$ cat config.mk
export PLATFORM = sky130hd
export DESIGN_NAME = mem_bus_arbiter3
export DESIGN_NICKNAME = d
export VERILOG_FILES = /design/src/rtl/mem_bus_arbiter3.sv
export SDC_FILE = /design/constraint.sdc
export NUM_CORES = 1
export LEC_CHECK = 0
export CORE_AREA = 2 2 89 91
export CTS_CLUSTER_SIZE = 40
export DETAILED_ROUTE_END_ITERATION = 10
export DIE_AREA = 0 0 91 93
export GPL_TIMING_DRIVEN = 0
export PLACE_DENSITY = 0.85
export SLEW_MARGIN = 20
export SYNTH_ARGS = -nofsm -noshare
export SYNTH_HDL_FRONTEND = slang
export SYNTH_SLANG_ARGS = --single-unit
$ cat constraint.sdc
create_clock -name clk -period 2.4 [get_ports clk]
set_clock_uncertainty 0.2 [all_clocks]
set_input_delay 0.48 -clock clk [delete_from_list [all_inputs] [get_ports clk]]
set_output_delay 0.48 -clock clk [all_outputs]
set_load 0.005 [all_outputs]
$ cat src/rtl/mem_bus_arbiter3.sv
// Three-master arbiter for the shared 16-bit memory bus (fetch, data, DMA).
// The grant is registered, each grant carries one transaction, and a watchdog force-completes a stalled transaction.
module mem_bus_arbiter3 #(
    parameter bit          RR_EN   = 1'b1,
    parameter int          TIMEOUT = 64,
    parameter logic [15:0] TO_DATA = 16'hFFFF
) (
    input  logic        clk,
    input  logic        reset_n,

    input  logic [18:0] m0_addr,
    input  logic [15:0] m0_data_out,
    input  logic        m0_access,
    input  logic        m0_wr_en,
    input  logic [1:0]  m0_bytesel,
    output logic [15:0] m0_data_in,
    output logic        m0_ack,

    input  logic [18:0] m1_addr,
    input  logic [15:0] m1_data_out,
    input  logic        m1_access,
    input  logic        m1_wr_en,
    input  logic [1:0]  m1_bytesel,
    output logic [15:0] m1_data_in,
    output logic        m1_ack,

    input  logic [18:0] m2_addr,
    input  logic [15:0] m2_data_out,
    input  logic        m2_access,
    input  logic        m2_wr_en,
    input  logic [1:0]  m2_bytesel,
    output logic [15:0] m2_data_in,
    output logic        m2_ack,

    output logic [18:0] s_addr,
    output logic [15:0] s_data_out,
    output logic        s_access,
    output logic        s_wr_en,
    output logic [1:0]  s_bytesel,
    input  logic [15:0] s_data_in,
    input  logic        s_ack,

    output logic        timeout_err
);

    localparam int WD_W = (TIMEOUT > 2) ? $clog2(TIMEOUT) : 1;
    localparam logic [WD_W-1:0] WD_LAST = WD_W'(TIMEOUT - 1);

    typedef enum logic {
        IDLE  = 1'b0,
        GRANT = 1'b1
    } state_t;

    state_t          state_reg, state_next;
    logic [1:0]      grant_id_reg, grant_id_next;
    logic [1:0]      rr_ptr_reg, rr_ptr_next;
    logic [WD_W-1:0] wdog_reg, wdog_next;
    logic            timeout_err_reg, timeout_err_next;

    logic [2:0]      req;
    logic [18:0]     req_addr  [3];
    logic [15:0]     req_wdata [3];
    logic [2:0]      req_wr;
    logic [1:0]      req_bs    [3];

    logic [1:0]      winner_id;
    logic            winner_found;
    logic [1:0]      cand;
    logic            done;
    logic [15:0]     resp_data;
    logic [2:0]      ack_vec;
    logic [15:0]     rdata     [3];

    function automatic logic [1:0] next_id(input logic [1:0] id);
        return (id == 2'd2) ? 2'd0 : id + 2'd1;
    endfunction

    assign req          = {m2_access, m1_access, m0_access};
    assign req_wr       = {m2_wr_en, m1_wr_en, m0_wr_en};
    assign req_addr[0]  = m0_addr;
    assign req_addr[1]  = m1_addr;
    assign req_addr[2]  = m2_addr;
    assign req_wdata[0] = m0_data_out;
    assign req_wdata[1] = m1_data_out;
    assign req_wdata[2] = m2_data_out;
    assign req_bs[0]    = m0_bytesel;
    assign req_bs[1]    = m1_bytesel;
    assign req_bs[2]    = m2_bytesel;

    // Round-robin searches upward from the pointer with wrap; fixed mode is M1 > M0 > M2.
    always_comb begin
        winner_id    = 2'd0;
        winner_found = 1'b0;
        cand         = rr_ptr_reg;
        if (RR_EN) begin
            for (int k = 0; k < 3; k++) begin
                if (!winner_found && req[cand]) begin
                    winner_id    = cand;
                    winner_found = 1'b1;
                end
                cand = next_id(cand);
            end
        end else begin
            if (req[1]) begin
                winner_id    = 2'd1;
                winner_found = 1'b1;
            end else if (req[0]) begin
                winner_id    = 2'd0;
                winner_found = 1'b1;
            end else if (req[2]) begin
                winner_id    = 2'd2;
                winner_found = 1'b1;
            end
        end
    end

    always_comb begin
        state_next       = state_reg;
        grant_id_next    = grant_id_reg;
        rr_ptr_next      = rr_ptr_reg;
        wdog_next        = wdog_reg;
        timeout_err_next = timeout_err_reg;
        done             = 1'b0;
        resp_data        = 16'h0000;
        s_addr           = 19'h00000;
        s_data_out       = 16'h0000;
        s_access         = 1'b0;
        s_wr_en          = 1'b0;
        s_bytesel        = 2'b00;

        case (state_reg)
            IDLE: begin
                if (winner_found) begin
                    state_next    = GRANT;
                    grant_id_next = winner_id;
                    wdog_next     = '0;
                end
            end
            GRANT: begin
                s_addr     = req_addr[grant_id_reg];
                s_data_out = req_wdata[grant_id_reg];
                s_wr_en    = req_wr[grant_id_reg];
                s_bytesel  = req_bs[grant_id_reg];
                s_access   = 1'b1;
                // A real ack wins over a watchdog expiry in the same cycle.
                if (s_ack) begin
                    done      = 1'b1;
                    resp_data = s_data_in;
                end else if (wdog_reg == WD_LAST) begin
                    done             = 1'b1;
                    resp_data        = TO_DATA;
                    s_access         = 1'b0;
                    timeout_err_next = 1'b1;
                end else begin
                    wdog_next = wdog_reg + 1'b1;
                end
                if (done) begin
                    state_next  = IDLE;
                    rr_ptr_next = next_id(grant_id_reg);
                end
            end
            default: state_next = IDLE;
        endcase
    end

    generate
        for (genvar gi = 0; gi < 3; gi++) begin : g_resp
            assign ack_vec[gi] = done && (grant_id_reg == 2'(gi));
            assign rdata[gi]   = ack_vec[gi] ? resp_data : 16'h0000;
        end
    endgenerate

    assign m0_ack      = ack_vec[0];
    assign m1_ack      = ack_vec[1];
    assign m2_ack      = ack_vec[2];
    assign m0_data_in  = rdata[0];
    assign m1_data_in  = rdata[1];
    assign m2_data_in  = rdata[2];
    assign timeout_err = timeout_err_reg;

    always_ff @(posedge clk) begin
        if (!reset_n) begin
            state_reg       <= IDLE;
            grant_id_reg    <= 2'd0;
            rr_ptr_reg      <= 2'd0;
            wdog_reg        <= '0;
            timeout_err_reg <= 1'b0;
        end else begin
            state_reg       <= state_next;
            grant_id_reg    <= grant_id_next;
            rr_ptr_reg      <= rr_ptr_next;
            wdog_reg        <= wdog_next;
            timeout_err_reg <= timeout_err_next;
        end
    end

endmodule

==> parameters.txt <==
Parameter                              Value

Status
  Outcome    finished with violations
  Violated checks    negative setup slack

Global routing
  Number of global-route vias before repair    3,440
  Total grt overflow    0
  Maximum number of pins on one net before global-route repair    11
  Global-route wire length before repair    16,900 um
  Antenna violations before repair    0
  GRT Total Usage    24.2%

CTS
  Clock buffer depth    2
  CTS tree    yes
  Insertion delay to the later sink of the worst-skew pair    0.25 ns
  Cts-stage hold buffer count    0
  Clock Sink Count    12
  Total clock buffers created by CTS    3
  H-tree depth reported by CTS    1
  Root cell of the clock tree    clkbuf_8
  Worst-path clk slew    0.06 ns

Power
  Fraction of power consumed by combinational cells    63.8%
  Relative contribution of sequential cells to total power    17.5%
  Int Power    0.000822 W
  Worst supply voltage drop on vdd    0.193 mV
  Reported leakage power    2.12 nW
  Total power per unit cell area    255 nW/um2
  Net Sw Frac    34.1%
  Switching pwr    0.000425 W
  Clock Power Share    18.8%

Synth
  Count of yosys warnings during synthesis    0
  Average footprint of a synthesized cell    6.02 um2
  Net count of the mapped netlist    459
  Most repeated cell in the gate-level netlist after synthesis    a21oi_1
  Number of synthesized flops with an enable pin    0
  Cells taking the most area after synthesis    a21oi_1 23%, mux2i_1 20%, nor2_1 16%, dfxtp_1 12%, nand2_1 4.6%
  Post-synthesis cell type count    35
  Async SR Flop Fraction    0%
  Post-synthesis sequential element count    12
  Cell type with the highest aggregate area in the netlist    a21oi_1
  Top_reg_cell synth    dfxtp_1
  Synth Cell Area    1940 um2
  Seq/Total Area, Yosys    12.4%
  Count of mapped cells out of synthesis    322
  Fraction of synthesized cell area taken by the top area cell type    23.0%
  Most instantiated cells after synthesis    89 x a21oi_1, 85 x nor2_1, 38 x mux2i_1

Finish
  Largest register FFs    6
  Area added between synthesis and finish    152%
  Layout cell share with drive strength beyond 1    30.0%
  Final nets    724
  Fill cell instance count of the final layout    660
  Diodes inserted    0

Setup path
  End of the critical path    m2_data_in[11]
  Category of the critical setup timing path    in2out
  First element of the critical path    s_ack
  Worst Path Required    1.72 ns
  Critical register-to-register path endpoint    timeout_err
  Worst-path maximum fanout    10
  Worst R2R Start    wdog_reg[0]
  Element type at the critical path end    output pin
  Reg2reg path depth    6
  Critical path startpoint category    input pin
  Worst path arrival time    1.78 ns
  FF-to-FF setup slack    0.74 ns

Flow run
  Max-Cap Viols    0

Timing
  Final worst path period need    2.46 ns
  Portion of the clock cycle consumed by the worst path in the final layout    103%
  Final Hold Violating Endpoints    0
  Slew at the pin closest to its max-slew limit    0.494 ns
  Rel. slew slack    66.9%
  Fin worst setup slack    -0.0637 ns
  Number of endpoints failing setup at the final stage    8
  Max-slew violation count    0
  Aggregate negative setup slack    -0.181 ns
  Maximum frequency from static timing analysis    0.406 GHz
  Unrepaired setup endpoints after global routing    true

Routing
  Number of vias after detailed routing    3,531
  DRC violations left    0
  Detailed-routing iteration count for the pre-antenna-repair pass    5
  Total routed wirelength    12,000 um
  Number of DRC violations after detailed-routing iteration 0    149
  Routed via count divided by cell count    5.13
  Post-route antenna net violation count    0
  Routed wire length per instance    17.4 um

Place
  Routability congestion estimate    0.859
  Setup Slack @ Placement    -1.02 ns
  HPWL Detailed    8140 um
  Number of buffer cells added on primary ports    225

Die
  Total Die Area    8460 um2
  Horizontal die dimension    91 um
  Number of primary I/O pins    227
  Number of standard-cell rows in the floorplan    32
  Core Region    7530 um2
  Die Span Y    93 um
  Initial Util    25.8%

Min path
  HP Class    reg2reg
==> logic make-up (layout without fill, tap and decap cells) <==
group                      count (synthesis)  in the layout  share of synthesized area (%)
muxes                                     38             38                           19.6
and+or+nand+nor                          125            125                           26.7
buffers and inverters                     38            302                           9.42
adders and majority gates                  1              1                          0.645
xor gates and xnor gates                   3              3                           1.36
DFF                                       12             12                           12.4
AOI/OAI and AO/OA                        105            105                           29.9
==> worst max-delay path: stages <==
cell,delay [ns]
dlygate4sd2_1,0.27
clkbuf_8,0.18
clkbuf_8,0.17
nand2_1,0.19
a21oi_2,0.25
clkdlybuf4s15_2,0.23
==> worst min path at each step <==
stage          slack [ns]          end  depth (start not counted)   startpoint
3_3_place_gp         0.25  timeout_err                          2  timeout_err
3_5_place_dp         0.24  timeout_err                          2  timeout_err
2_1_floorplan        0.25  timeout_err                          2  timeout_err
5_1_grt              0.28  timeout_err                          2  timeout_err
4_1_cts              0.26  timeout_err                          2  timeout_err
6_report             0.25  timeout_err                          2  timeout_err
==> routing by layer <==
| metal | global-route usage [%] | up-vias | share of wire [%] |
|---|---|---|---|
| met5 | 0 | - | 0 |
| met4 | 7.45 | 0 | 4.0 |
| met3 | 4.67 | 49 | 7.5 |
| met2 | 46.8 | 218 | 52 |
| met1 | 26.5 | 1618 | 36 |
| li1 | - | 1646 | - |
==> per-stage QoR <==
step	power, W	instance area [um2]	hold slack (ns)	util (%)	cells
6_report	0.00125	4890	0.253	64.9	688
3_5_place_dp	0.000939	4320	0.244	57.4	649
4_1_cts	0.00119	4740	0.256	63.0	679
2_1_floorplan	0.000507	1940	0.249	-	322
3_3_place_gp	0.000924	4320	0.254	57.4	649
5_1_grt	0.00132	4890	0.276	64.9	688
==> power by group through the flow <==
stage | Sequential (W) | Clock, W | Combinational (W)
floorplan | 0.000215 | 0 | 0.000292
finish | 0.000218 | 0.000234 | 0.000795
detailed placement | 0.000217 | 0 | 0.000722
global route | 0.000218 | 0.000246 | 0.000856
CTS | 0.000216 | 0.000229 | 0.000746
global placement | 0.000216 | 0 | 0.000708
==> layout by cell type (no fill, tap or decap), types with 2 or more instances in the layout <==
master           instances
nand3_1                  3
mux2i_1                 36
dfxtp_2                  7
buf_8                    7
clkdlybuf4s15_1         18
mux2i_2                  2
buf_6                   15
inv_4                    2
nand2_1                 23
a31oi_1                  3
xnor2_1                  3
a21oi_2                 30
dlygate4sd2_1           16
dfxtp_1                  4
clkbuf_1                 7
clkbuf_2                23
nand2b_1                 2
clkdlybuf4s50_1        134
clkdlybuf4s15_2          2
o32ai_1                  2
o21ai_1                  2
clkbuf_8                 9
clkbuf_16                4
buf_2                   33
a21oi_1                 59
buf_12                   6
nor2_1                  84
inv_1                    2
buf_4                   23
==> repair_timing <==
action                                  CTS  global route
cloned                                    2             4
setup buffers                            25             9
endpoints found under the setup margin   90            78
gates resized for setup                 288           102
pin swaps                                 0             7
==> area by class of cell <==
cell class	instances	area, um2	share of cell area (%)
plain buffers	30	350	7.17
multi-input cells	272	1700	34.8
repair buffers	263	2380	48.6
clock buffers	4	55.1	1.13
well taps	102	128	2.61
inverters	5	23.8	0.486
flip-flops and latches	12	253	5.17
(Power assumes the default switching activity.)
